### config.mk
export PLATFORM = sky130hd
export DESIGN_NAME = pipe_adder_flat
export DESIGN_NICKNAME = d
export VERILOG_FILES = /design/src/rtl/pipe_adder_pkg.sv /design/src/rtl/pipe_adder_if.sv /design/src/rtl/pipe_adder_add_seg.sv /design/src/rtl/pipe_adder.sv /design/src/flat_wrapper.sv
export SDC_FILE = /design/constraint.sdc
export NUM_CORES = 1
export LEC_CHECK = 0
export CAP_MARGIN = 25
export CORE_MARGIN = 4
export CORE_UTILIZATION = 60
export CTS_CLUSTER_DIAMETER = 80
export CTS_CLUSTER_SIZE = 40
export DETAILED_ROUTE_END_ITERATION = 7
export GPL_TIMING_DRIVEN = 0
export PLACE_DENSITY = 0.85
export SYNTH_ARGS = -nofsm -noshare
export SYNTH_HDL_FRONTEND = slang
export SYNTH_HIERARCHICAL = 1
export SYNTH_SLANG_ARGS = --single-unit
### constraint.sdc
create_clock -name clk -period 3.1 [get_ports clk]
set_input_delay 0.62 -clock clk [delete_from_list [all_inputs] [get_ports clk]]
set_output_delay 0.62 -clock clk [all_outputs]
set_load 0.1 [all_outputs]
### src/rtl/pipe_adder_pkg.sv
`default_nettype none
// ============================================================================
// Module   : pipe_adder_pkg
// Brief    : Shared defaults and saturation-value helpers for pipe_adder.
// Revision : 1.0
// ============================================================================
package pipe_adder_pkg;

  localparam int unsigned c_def_width = 16;
  localparam int unsigned c_def_seg_w = 4;
  // Helpers return a fixed-width container; callers size-cast to WIDTH.
  localparam int unsigned c_max_width = 64;

  typedef logic [c_max_width-1:0] sat_val_t;

  function automatic sat_val_t sat_max_unsigned(input int unsigned w);
    return (w >= c_max_width) ? '1 : ((sat_val_t'(1) << w) - sat_val_t'(1));
  endfunction

  function automatic sat_val_t sat_max_signed(input int unsigned w);
    return (sat_val_t'(1) << (w - 1)) - sat_val_t'(1);
  endfunction

  function automatic sat_val_t sat_min_signed(input int unsigned w);
    return sat_val_t'(1) << (w - 1);
  endfunction

endpackage
`default_nettype wire

### src/rtl/pipe_adder_if.sv
`default_nettype none
// ============================================================================
// Module   : pipe_adder_if
// Brief    : Operand/result handshake bundle for pipe_adder.
// Revision : 1.0
// ============================================================================
interface pipe_adder_if import pipe_adder_pkg::*; #(
  parameter int WIDTH = c_def_width
);

  logic             in_valid;
  logic             in_ready;
  logic [WIDTH-1:0] a;
  logic [WIDTH-1:0] b;
  logic             cin;
  logic             is_signed;
  logic             sat;
  logic             out_valid;
  logic             out_ready;
  logic [WIDTH-1:0] sum;
  logic             cout;
  logic             ovf;

  modport master (
    output in_valid, a, b, cin, is_signed, sat, out_ready,
    input  in_ready, out_valid, sum, cout, ovf
  );

  modport slave (
    input  in_valid, a, b, cin, is_signed, sat, out_ready,
    output in_ready, out_valid, sum, cout, ovf
  );

endinterface
`default_nettype wire

### src/rtl/pipe_adder_add_seg.sv
`default_nettype none
// ============================================================================
// Module   : add_seg
// Brief    : One SEG_W-bit adder slice with registered sum and carry.
// Revision : 1.0
// ============================================================================
module add_seg import pipe_adder_pkg::*; #(
  parameter int SEG_W = c_def_seg_w
) (
  input  logic             clk,
  input  logic             rst_n,
  input  logic             i_advance,
  input  logic [SEG_W-1:0] i_seg_a,
  input  logic [SEG_W-1:0] i_seg_b,
  input  logic             i_carry,
  output logic [SEG_W-1:0] o_seg_sum,
  output logic             o_carry
);

  logic [SEG_W:0]   w_total;
  logic [SEG_W-1:0] r_seg_sum;
  logic             r_carry;

  assign w_total = {1'b0, i_seg_a} + {1'b0, i_seg_b} + {{SEG_W{1'b0}}, i_carry};

  always_ff @(posedge clk or negedge rst_n) begin
    if (!rst_n) begin
      r_seg_sum <= '0;
      r_carry   <= 1'b0;
    end else if (i_advance) begin
      r_seg_sum <= w_total[SEG_W-1:0];
      r_carry   <= w_total[SEG_W];
    end
  end

  assign o_seg_sum = r_seg_sum;
  assign o_carry   = r_carry;

endmodule
`default_nettype wire

### src/rtl/pipe_adder.sv
`default_nettype none
// ============================================================================
// Module   : pipe_adder
// Brief    : Segmented pipelined adder with wrap/saturate, signed/unsigned.
// Revision : 1.0
// ============================================================================
module pipe_adder import pipe_adder_pkg::*; #(
  parameter int WIDTH = c_def_width,
  parameter int SEG_W = c_def_seg_w
) (
  input  logic        clk,
  input  logic        rst_n,
  pipe_adder_if.slave bus
);

  localparam int c_nseg = WIDTH / SEG_W;
  localparam int c_last = c_nseg - 1;

  localparam logic [WIDTH-1:0] c_max_u = WIDTH'(sat_max_unsigned(WIDTH));
  localparam logic [WIDTH-1:0] c_max_s = WIDTH'(sat_max_signed(WIDTH));
  localparam logic [WIDTH-1:0] c_min_s = WIDTH'(sat_min_signed(WIDTH));

  if ((SEG_W < 1) || (SEG_W > WIDTH) || ((WIDTH % SEG_W) != 0) ||
      (WIDTH > int'(c_max_width))) begin : g_bad_params
    $error("pipe_adder: WIDTH must be a multiple of SEG_W with 1 <= SEG_W <= WIDTH <= 64");
  end

  // Per-stage beat payload: operands and mode travel whole with the beat,
  // r_low carries the sum segments already resolved by earlier stages.
  logic             r_vld [c_nseg];
  logic [WIDTH-1:0] r_a   [c_nseg];
  logic [WIDTH-1:0] r_b   [c_nseg];
  logic [WIDTH-1:0] r_low [c_nseg];
  logic             r_sgn [c_nseg];
  logic             r_sat [c_nseg];

  logic [SEG_W-1:0] w_op_a  [c_nseg];
  logic [SEG_W-1:0] w_op_b  [c_nseg];
  logic [SEG_W-1:0] w_seg   [c_nseg];
  logic             w_cin   [c_nseg];
  logic             w_carry [c_nseg];
  logic [WIDTH-1:0] w_res   [c_nseg];

  logic             w_advance;
  logic [WIDTH-1:0] w_raw;
  logic [WIDTH-1:0] w_sum;
  logic             w_cout;
  logic             w_ovf;
  logic             w_a_msb;
  logic             w_b_msb;

  assign w_advance = !r_vld[c_last] || bus.out_ready;

  for (genvar k = 0; k < c_nseg; k++) begin : g_stage
    if (k == 0) begin : g_head
      assign w_op_a[k] = bus.a[0 +: SEG_W];
      assign w_op_b[k] = bus.b[0 +: SEG_W];
      assign w_cin[k]  = bus.cin;
    end else begin : g_body
      assign w_op_a[k] = r_a[k-1][k*SEG_W +: SEG_W];
      assign w_op_b[k] = r_b[k-1][k*SEG_W +: SEG_W];
      assign w_cin[k]  = w_carry[k-1];
    end

    add_seg #(.SEG_W(SEG_W)) u_seg (
      .clk       (clk),
      .rst_n     (rst_n),
      .i_advance (w_advance),
      .i_seg_a   (w_op_a[k]),
      .i_seg_b   (w_op_b[k]),
      .i_carry   (w_cin[k]),
      .o_seg_sum (w_seg[k]),
      .o_carry   (w_carry[k])
    );

    assign w_res[k] = r_low[k] | (WIDTH'(w_seg[k]) << (k * SEG_W));
  end

  always_ff @(posedge clk or negedge rst_n) begin
    if (!rst_n) begin
      for (int k = 0; k < c_nseg; k++) begin
        r_vld[k] <= 1'b0;
        r_a[k]   <= '0;
        r_b[k]   <= '0;
        r_low[k] <= '0;
        r_sgn[k] <= 1'b0;
        r_sat[k] <= 1'b0;
      end
    end else if (w_advance) begin
      r_vld[0] <= bus.in_valid;
      r_a[0]   <= bus.a;
      r_b[0]   <= bus.b;
      r_low[0] <= '0;
      r_sgn[0] <= bus.is_signed;
      r_sat[0] <= bus.sat;
      for (int k = 1; k < c_nseg; k++) begin
        r_vld[k] <= r_vld[k-1];
        r_a[k]   <= r_a[k-1];
        r_b[k]   <= r_b[k-1];
        r_low[k] <= w_res[k-1];
        r_sgn[k] <= r_sgn[k-1];
        r_sat[k] <= r_sat[k-1];
      end
    end
  end

  assign w_raw   = w_res[c_last];
  assign w_cout  = w_carry[c_last];
  assign w_a_msb = r_a[c_last][WIDTH-1];
  assign w_b_msb = r_b[c_last][WIDTH-1];

  // Result formatting reads only final-stage registers, so it is stable
  // while the output beat is stalled and zero straight out of reset.
  always_comb begin
    w_ovf = w_cout;
    if (r_sgn[c_last]) begin
      w_ovf = (w_a_msb == w_b_msb) && (w_raw[WIDTH-1] != w_a_msb);
    end
    w_sum = w_raw;
    if (r_sat[c_last] && w_ovf) begin
      if (!r_sgn[c_last]) begin
        w_sum = c_max_u;
      end else if (w_a_msb) begin
        w_sum = c_min_s;
      end else begin
        w_sum = c_max_s;
      end
    end
  end

  assign bus.in_ready  = w_advance;
  assign bus.out_valid = r_vld[c_last];
  assign bus.sum       = w_sum;
  assign bus.cout      = w_cout;
  assign bus.ovf       = w_ovf;

endmodule
`default_nettype wire

### src/flat_wrapper.sv
// flat-port wrapper written by rule: the top's interface ports become plain ports
module pipe_adder_flat import pipe_adder_pkg::*;
#(
  parameter int WIDTH = c_def_width,
  parameter int SEG_W = c_def_seg_w
)
  (clk, rst_n, bus_in_valid, bus_a, bus_b, bus_cin, bus_is_signed, bus_sat, bus_out_ready, bus_in_ready, bus_out_valid, bus_sum, bus_cout, bus_ovf);
  pipe_adder_if #(.WIDTH(WIDTH)) bus_i ();
  input  logic clk;
  input  logic rst_n;
  input wire logic [$bits(bus_i.in_valid)-1:0] bus_in_valid;
  input wire logic [$bits(bus_i.a)-1:0] bus_a;
  input wire logic [$bits(bus_i.b)-1:0] bus_b;
  input wire logic [$bits(bus_i.cin)-1:0] bus_cin;
  input wire logic [$bits(bus_i.is_signed)-1:0] bus_is_signed;
  input wire logic [$bits(bus_i.sat)-1:0] bus_sat;
  input wire logic [$bits(bus_i.out_ready)-1:0] bus_out_ready;
  output wire logic [$bits(bus_i.in_ready)-1:0] bus_in_ready;
  output wire logic [$bits(bus_i.out_valid)-1:0] bus_out_valid;
  output wire logic [$bits(bus_i.sum)-1:0] bus_sum;
  output wire logic [$bits(bus_i.cout)-1:0] bus_cout;
  output wire logic [$bits(bus_i.ovf)-1:0] bus_ovf;
  assign bus_i.in_valid = bus_in_valid;
  assign bus_i.a = bus_a;
  assign bus_i.b = bus_b;
  assign bus_i.cin = bus_cin;
  assign bus_i.is_signed = bus_is_signed;
  assign bus_i.sat = bus_sat;
  assign bus_i.out_ready = bus_out_ready;
  assign bus_in_ready = bus_i.in_ready;
  assign bus_out_valid = bus_i.out_valid;
  assign bus_sum = bus_i.sum;
  assign bus_cout = bus_i.cout;
  assign bus_ovf = bus_i.ovf;
  pipe_adder #(.WIDTH(WIDTH), .SEG_W(SEG_W)) u_core (.clk(clk), .rst_n(rst_n), .bus(bus_i));
endmodule
==> flow_metrics.env, run 1 <==
export IMPL_cp_start_kind="flop"
export IMPL_yosys_warnings=6
export IMPL_ff_latch_area_mm2=0.00265
export IMPL_crit_buf_inv=1
export IMPL_seq_area_frac_synth_pct=55.3
export IMPL_timing_rr_start="u_core/bus.out_valid"
export IMPL_fp_dieW_um=97.4
export IMPL_synth_seq_cells=106
export IMPL_syn_avg_cell_area_um2=14.1
export IMPL_worstSetupPathType="flop to output port"
export IMPL_port_buffers=58
export IMPL_rsz0062_at_grt="no"
export IMPL_synth_top_area_share_pct=55.3
export IMPL_fin_tns_setup_ns=0
export IMPL_max_freq_ghz=0.329
export IMPL_clk_pin_slew_ns=0.09
export IMPL_grt_max_degree=72
export IMPL_dr_total_vias=2848
export IMPL_grt_ovfl_total=0
export IMPL_fin_crit_ns=3.04
export IMPL_critical_path_required_ns=2.48
export IMPL_critPathSlowestCell="clkdlybuf4s15_1"
export IMPL_hold_viol=0
export IMPL_maxCapViolations=0
export IMPL_slew_violations=0
export IMPL_die_y_um=97.4
export IMPL_post_cts_buffers=0
export IMPL_timing_final_crit_share_pct=98.1
export IMPL_holdWs_ns=0.216
export IMPL_firstDrtPassIters=4
export IMPL_reg2reg_depth=8
export IMPL_synth_area_top_cells="dfrtp_1 (55%), mux2_2 (11%), mux2_1 (11%), fa_1 (3.3%), ha_1 (3.1%)"
export IMPL_postSynth_asyncResetShare_pct=100
export IMPL_numCtsBuffers=9
export IMPL_crit_fanout=6
export IMPL_drt_wirelength_per_cell_um=16.3
export IMPL_worstHoldPathType="input port to asynchronous set/reset pin"
export IMPL_htree_num_levels=3
export IMPL_tightest_slew_ns=0.966
export IMPL_initial_utilization_pct=61.7
export IMPL_area_delta_synth_final_pct=19.6
export IMPL_fin_skew_ns=0.00895
export IMPL_netlist_area_mm2=0.00480
export IMPL_clockRootBuffer="clkbuf_8"
export IMPL_clk_latency_ns=0.35
export IMPL_r2r_setup_slack_ns=1.03
export IMPL_drcViolationCount=0
export IMPL_yosysUniqueCellTypes=31
export IMPL_synth_commonest_cells="dfrtp_1 (106), mux2_2 (47), mux2_1 (46), inv_1 (24), o21a_1 (15)"
export IMPL_timing_final_ws_setup_ns=0.0582
export IMPL_syn_inst=341
export IMPL_cts_buffer_depth=2
export IMPL_final_nets=470
export IMPL_hpwl_mm=6.13
export IMPL_synth_ff_type="dfrtp_1"
export IMPL_die_area_mm2=0.00949
export IMPL_ant_nets=0
export IMPL_arrival_ns=2.42
export IMPL_drt_initial_drc_count=84
export IMPL_grt_pass1_wl_mm=14.4
export IMPL_multiInputGateArea_mm2=0.00195
export IMPL_io_pins=59
export IMPL_drt_wl_total_mm=8.43
export IMPL_setup_viol=0
export IMPL_end_kind="output port"
export IMPL_routed_via_density=5.50
export IMPL_status="finished, final reports clean"
export IMPL_cts_sinks=106
export IMPL_cts_hold_buf=0
export IMPL_grt_pass1_vias=3030
export IMPL_slowest_delay_ns=0.81
export IMPL_r2r_end="u_core/g_stage[3].u_seg/o_seg_sum[3]"
export IMPL_synthesis_nets=400
export IMPL_final_layout_size_suffix_gt1_share_pct=23.8
export IMPL_core_area_mm2=0.00777
export IMPL_place_congestion=0.726
export IMPL_grtUsageTotal_pct=19.1
export IMPL_synth_edff_count=0
export IMPL_cts_tree="yes"
export IMPL_fill_cells=531
export IMPL_cp_top_family="buffers and inverters"
export IMPL_antenna_found_initial=0
export IMPL_yosysMostFrequentCell="dfrtp_1"
export IMPL_yosysTopAreaCell="dfrtp_1"
export IMPL_diodes=0
export IMPL_cp_cell_sequence="or3b_4 > a21oi_4 > o21a_1 > clkdlybuf4s15_1"
export IMPL_relSlewSlack_pct=35.4
export IMPL_place_worst_setup_slack_ns=-0.861
export IMPL_fp_row_count=32
-- state kept, by name, indices dropped and copies added, names as in the netlist, 3 cells and up --
name                            flops
u_core/r_a                         25
u_core/r_b                         25
u_core/r_low                       24
u_core/g_stage.u_seg/o_seg_sum     16
u_core/g_stage.u_seg/o_carry        4
u_core/r_sat                        4
u_core/r_sgn                        4
u_core/r_vld                        3
-- stage by stage --
step	instance area [um2]	utilization (%)	std cells
after floorplan	4810	-	341
after global placement	5520	71.0	501
after detailed placement	5540	71.3	502
after CTS	5750	74.0	518
after global routing	5740	73.9	518
final	5740	73.9	518
-- kinds of logic (layout without fill, tap and decap cells) --
group	Yosys count	after routing	share of synthesized area, %
DFF	106	106	55.3
muxes	96	96	22.5
AOI/OAI and AO/OA	42	42	6.16
buffers and inverters	40	115	4.17
and+or+nand+nor	33	33	4.70
adders and majority gates	20	20	6.47
xor gates and xnor gates	4	4	0.730
-- timing repair --
action                     4_1_cts  5_1_grt
setup endpoints to repair       17       15
gates cloned                     0        0
pin swaps                        0        0
gates resized for setup         47        8
-- per-layer routing --
| layer | global-route usage, % | share of wire [%] | vias to the layer above |
|---|---|---|---|
| met2 | 32.8 | 51 | 47 |
| met4 | 5.43 | 1.5 | 0 |
| met5 | 0 | 0 | - |
| met1 | 24.1 | 44 | 1451 |
| met3 | 4.81 | 3.8 | 12 |
| li1 | - | - | 1338 |
-- worst max-delay path by stage --
stage | start | cells after the start | end
6_report | u_core/r_b[15] | 4 | bus_sum[13]
5_1_grt | u_core/r_b[15] | 4 | bus_sum[13]
4_1_cts | u_core/r_b[15] | 4 | bus_sum[2]
3_5_place_dp | bus_out_ready | 6 | bus_in_ready
3_3_place_gp | rst_n | 1 | u_core/r_a[59]
2_1_floorplan | u_core/g_stage[3].u_seg/o_carry | 4 | bus_sum[0]
-- layout make-up --
cell class / instances / share of cell area (%)
well taps: 102 / 2.22
flip-flops and latches: 106 / 46.2
repair buffers: 59 / 10.5
inverters: 24 / 1.57
clock buffers: 12 / 2.53
clock inverters: 4 / 0.894
multi-input cells: 195 / 34.1
plain buffers: 16 / 1.98
-- placed cells by master, fill, tap and decap left out, types with 5 or more instances in the layout --
cell type,netlist,routed
inv_1,24,24
clkbuf_8,0,10
clkdlybuf4s50_1,0,39
fa_1,8,8
nor2_1,7,7
dfrtp_1,106,106
clkdlybuf4s15_2,0,11
ha_1,12,12
buf_6,5,5
nor2b_1,8,8
buf_2,10,9
mux2_1,46,46
mux2_2,47,47
o21a_1,15,15
a21oi_1,6,6
Power of run 1 is left out: the tool's default activity adds up to more than one toggle a clock period on the data nets, which glitch-free logic cannot reach.
==> inputs of run 2 (changes only) <==
Settings changed: RECOVER_POWER set to 25.
==> run 2 against run 1 <==
- the flow now finishes with violations (max-capacitance violations, max-slew violations)
- largest cell class unchanged
- register-to-register slack about the same
- die area unchanged
- sequential share of layout area about the same
- final area about the same
- critical path depth stayed put
- non-clock buffer count unchanged
- cell count is the same
- global-route usage stayed put
==> flow_metrics.env, run 2 (synthesis gave the netlist of run 1 again) <==
export IMPL_status="complete, but fails checks"
export IMPL_failed_checks="max-capacitance violations, max-slew violations"
export IMPL_cts_hold_buf=0
export IMPL_core_area_mm2=0.00777
export IMPL_drt_initial_drc_count=84
export IMPL_r2r_setup_slack_ns=1.03
export IMPL_top_usage_layer="met2"
export IMPL_drt_wirelength_per_cell_um=16.3
export IMPL_worstSetupPathType="flop to output port"
export IMPL_final_util_pct=73.8
export IMPL_htree_num_levels=3
export IMPL_relSlewSlack_pct=-31.7
export IMPL_ant_nets=0
export IMPL_io_pins=59
export IMPL_fin_skew_ns=0.00895
export IMPL_antenna_found_initial=0
export IMPL_critPathSlowestCell="clkdlybuf4s15_1"
export IMPL_final_common_cell="dfrtp_1"
export IMPL_port_buffers=58
export IMPL_rsz0062_at_grt="no"
export IMPL_cts_buffer_depth=2
export IMPL_drcViolationCount=0
export IMPL_r2r_end="u_core/g_stage[3].u_seg/o_seg_sum[3]"
export IMPL_cts_tree="yes"
export IMPL_final_layout_size_suffix_gt1_share_pct=23.6
export IMPL_slew_violations=36
export IMPL_clk_pin_slew_ns=0.09
export IMPL_cp_start_kind="flop"
export IMPL_clockRootBuffer="clkbuf_8"
export IMPL_final_cell_mix="dfrtp_1 (106), mux2_2 (47), mux2_1 (46)"
export IMPL_end_kind="output port"
export IMPL_dr_total_vias=2848
export IMPL_slowest_delay_ns=0.81
export IMPL_numCtsBuffers=9
export IMPL_timing_rr_start="u_core/bus.out_valid"
export IMPL_holdWs_ns=0.472
export IMPL_fp_dieW_um=97.4
export IMPL_maxCapViolations=1
export IMPL_critical_path_required_ns=2.48
export IMPL_hold_path_depth=1
export IMPL_setup_viol=0
export IMPL_grt_pass1_wl_mm=14.4
export IMPL_hold_viol=0
export IMPL_met1_usage_pct=24.1
export IMPL_hold_end="u_core/bus.out_valid"
export IMPL_diodes=0
export IMPL_die_area_mm2=0.00949
export IMPL_crit_fanout=6
export IMPL_place_congestion=0.726
export IMPL_max_freq_ghz=0.329
export IMPL_tightest_slew_ns=1.98
export IMPL_fill_cells=531
export IMPL_worstHoldPathType="flop to flop"
export IMPL_area_delta_synth_final_pct=19.6
export IMPL_grt_pass1_vias=3030
export IMPL_die_y_um=97.4
export IMPL_holdCritStartpoint="u_core/r_vld[1]"
export IMPL_firstDrtPassIters=4
export IMPL_grtUsageTotal_pct=19.1
export IMPL_clk_latency_ns=0.35
export IMPL_fp_row_count=32
export IMPL_grt_ovfl_total=0
export IMPL_post_cts_buffers=0
export IMPL_grt_max_degree=72
export IMPL_timing_final_crit_share_pct=98.1
export IMPL_initial_utilization_pct=61.7
export IMPL_fin_crit_ns=3.04
export IMPL_hpwl_mm=6.13
export IMPL_drt_wl_total_mm=8.43
export IMPL_final_nets=470
export IMPL_top_regs="u_core/r_a (25), u_core/r_b (25), u_core/r_low (24)"
export IMPL_cp_cell_sequence="or3b_4 > a21oi_4 > o21a_1 > clkdlybuf4s15_1"
export IMPL_reg2reg_depth=8
export IMPL_arrival_ns=2.42
export IMPL_cts_sinks=106
export IMPL_grt_use_met3_pct=4.81
export IMPL_use_met2_pct=32.8
export IMPL_routed_via_density=5.50
==> run 2: critical path: cells and delay by family, from the launching register on <==
family / cells / cell delay, ns
compound gates: 2 / 0.36
buf+inv: 1 / 0.81
flops: 1 / 0.44
simple gates: 1 / 0.45
==> run 2: repair_timing <==
| item | in CTS | in global routing |
|---|---|---|
| resized for setup | 47 | 8 |
| endpoints found under the setup margin | 17 | 15 |
| endpoints found under the hold margin | 0 | 0 |
==> run 2: layout make-up <==
| class | instances | area, um2 | share of cell area [%] |
|---|---|---|---|
| plain buffers | 16 | 114 | 1.99 |
| clock buffers | 12 | 145 | 2.53 |
| clock inverters | 4 | 51.3 | 0.895 |
| inverters | 24 | 90.1 | 1.57 |
| multi-input cells | 195 | 1950 | 34.1 |
| flip-flops and latches | 106 | 2650 | 46.3 |
| well taps | 102 | 128 | 2.23 |
| repair buffers | 59 | 599 | 10.5 |
==> run 2: worst max-delay path by stage <==
stage | slack, ns | cells after the start | startpoint | end
floorplan | 0.16 | 4 | u_core/g_stage[3].u_seg/o_carry | bus_sum[0]
global route | 0.0006 | 4 | u_core/r_b[15] | bus_sum[13]
global placement | -2.41 | 1 | rst_n | u_core/r_a[59]
finish | 0.06 | 4 | u_core/r_b[15] | bus_sum[13]
CTS | 0.002 | 4 | u_core/r_b[15] | bus_sum[2]
detailed placement | -0.86 | 6 | bus_out_ready | bus_in_ready
==> run 2: metrics by stage <==
| stage | cells | cell area, um2 | setup TNS, ns | setup WS, ns |
|---|---|---|---|---|
| 6_report | 518 | 5730 | 0 | 0.0582 |
| 4_1_cts | 518 | 5750 | 0 | 0.00221 |
| 3_5_place_dp | 502 | 5540 | -1.63 | -0.861 |
| 3_3_place_gp | 501 | 5520 | -256.01 | -2.41 |
| 5_1_grt | 518 | 5730 | 0 | 0.000595 |
| 2_1_floorplan | 341 | 4810 | 0 | 0.163 |
==> run 2: metal layers <==
metal	part of all wire, %	up-vias
met5	0	-
met4	1.5	0
met3	3.8	12
met2	51	47
met1	44	1451
li1	-	1338
Power of run 2 is left out for the same reason.
==> inputs of run 3 (changes only) <==
Settings changed: TNS_END_PERCENT set to 5.
==> run 3 against run 2 <==
- the run now ends clean
- routed wire length grew 2.9%
- sequential share of layout area grew 0.091 points
- via count shrank 0.39%
- critical path depth grew 1
- global-route usage grew 0.42 points
- clock skew is essentially flat
- first-iteration DRC count shrank 37%
- hold slack is essentially flat
- utilization shrank 0.15 points
- fmax grew 0.16%
- largest cell class unchanged
==> flow_metrics.env, run 3 (synthesis gave the netlist of run 1 again) <==
export IMPL_cp_start_kind="flop"
export IMPL_final_common_cell="dfrtp_1"
export IMPL_fp_row_count=32
export IMPL_status="finished, final reports clean"
export IMPL_cts_buffer_depth=2
export IMPL_slowest_delay_ns=0.55
export IMPL_post_cts_buffers=0
export IMPL_critPathSlowestCell="clkdlybuf4s15_2"
export IMPL_drcViolationCount=0
export IMPL_drt_initial_drc_count=53
export IMPL_io_pins=59
export IMPL_die_area_mm2=0.00949
export IMPL_tightest_slew_ns=1.38
export IMPL_clk_latency_ns=0.37
export IMPL_firstDrtPassIters=4
export IMPL_fin_tns_setup_ns=0
export IMPL_ant_nets=0
export IMPL_initial_utilization_pct=61.7
export IMPL_grtUsageTotal_pct=19.5
export IMPL_final_layout_size_suffix_gt1_share_pct=23.8
export IMPL_worstSetupPathType="flop to output port"
export IMPL_grt_max_degree=59
export IMPL_antenna_found_initial=0
export IMPL_area_delta_synth_final_pct=19.3
export IMPL_reg2reg_depth=8
export IMPL_die_y_um=97.4
export IMPL_relSlewSlack_pct=7.67
export IMPL_htree_num_levels=3
export IMPL_routed_via_density=5.48
export IMPL_final_nets=470
export IMPL_worstHoldPathType="input port to asynchronous set/reset pin"
export IMPL_holdWs_ns=0.472
export IMPL_final_util_pct=73.7
export IMPL_cp_cell_sequence="or3b_4 > a21oi_4 > buf_6 > o21a_1 > clkdlybuf4s15_2"
export IMPL_cts_sinks=106
export IMPL_place_congestion=0.780
export IMPL_fin_crit_ns=3.04
export IMPL_hold_viol=0
export IMPL_maxCapViolations=0
export IMPL_final_cell_mix="dfrtp_1 (106), mux2_2 (47), mux2_1 (46)"
export IMPL_dr_total_vias=2837
export IMPL_drt_wl_total_mm=8.67
export IMPL_setup_viol=0
export IMPL_grt_pass1_wl_mm=14.8
export IMPL_cts_tree="yes"
export IMPL_top_regs="u_core/r_a (25), u_core/r_b (25), u_core/r_low (24)"
export IMPL_grt_pass1_vias=3107
export IMPL_rsz0062_at_grt="yes"
export IMPL_critical_path_required_ns=2.48
export IMPL_numCtsBuffers=9
export IMPL_timing_final_crit_share_pct=98.0
export IMPL_fp_dieW_um=97.4
export IMPL_clockRootBuffer="clkbuf_8"
export IMPL_drt_wirelength_per_cell_um=16.7
export IMPL_grt_ovfl_total=0
export IMPL_crit_fanout=10
export IMPL_clk_pin_slew_ns=0.10
export IMPL_max_freq_ghz=0.329
export IMPL_end_kind="output port"
export IMPL_slew_violations=0
export IMPL_arrival_ns=2.42
export IMPL_core_area_mm2=0.00777
export IMPL_port_buffers=58
export IMPL_fin_skew_ns=0.00889
export IMPL_diodes=0
export IMPL_hpwl_mm=6.39
==> run 3: changes by cell type in the layout (fill, tap and decap cells not counted), sizes merged <==
cell	previous run	this run
clkinvlp	1	5
clkbuf	17	14
buf	17	15
clkdlybuf4s15	12	14
clkinv	2	0
clkdlybuf4s18	0	1
==> run 3: worst paths after layout <==
| path | from | slack [ns] | to |
|---|---|---|---|
| worst max-delay path | u_core/r_b[15] | 0.06 | bus_sum[11] |
| worst min-delay path | rst_n | 0.47 | u_core/r_low[9] |
| worst max register to register | u_core/bus.out_valid | 0.99 | u_core/g_stage[3].u_seg/o_seg_sum[3] |
| worst min register to register | u_core/r_vld[1] | 0.49 | u_core/bus.out_valid |
| max in group asynchronous | rst_n | 0.67 | u_core/g_stage[0].u_seg/o_seg_sum[3] |
| min in group clk | u_core/r_vld[1] | 0.49 | u_core/bus.out_valid |
==> run 3: worst max-delay path, delay by kind of cell, from the launching register on <==
family                 cells  cell delay, ns
AO/OA/AOI/OAI              2            0.42
flip-flops                 1            0.45
buffers and inverters      2            0.74
AND/OR/NAND/NOR            1            0.44
==> run 3: cell type report <==
type / count / area, um2
flip-flops and latches: 106 / 2650
fillers: 533 / 2040
multi-input cells: 195 / 1950
repair buffers: 59 / 597
clock buffers: 10 / 128
well taps: 102 / 128
plain buffers: 16 / 113
inverters: 24 / 90.1
clock inverters: 6 / 67.6
==> run 3: layer usage <==
layer  track usage, %  up-vias  part of all wire, %
met5                0        -                    0
met4             5.54        0                  1.1
met3             5.03       10                  4.4
met2             33.6       52                   51
met1             24.5     1435                   43
li1                 -     1340                    -
==> run 3: per-stage QoR <==
stage	worst slack [ns]	cells	cell area, um2
finish	0.0632	518	5720
global route	-0.0303	518	5720
CTS	0.0503	518	5740
detailed placement	-0.782	502	5530
global placement	-2.36	501	5510
floorplan	-0.125	341	4800
==> run 3: timing repair <==
item,in CTS,in global routing
setup endpoints to repair,17,12
hold buffers,0,0
gates resized for setup,52,3
Power of run 3 is left out for the same reason.
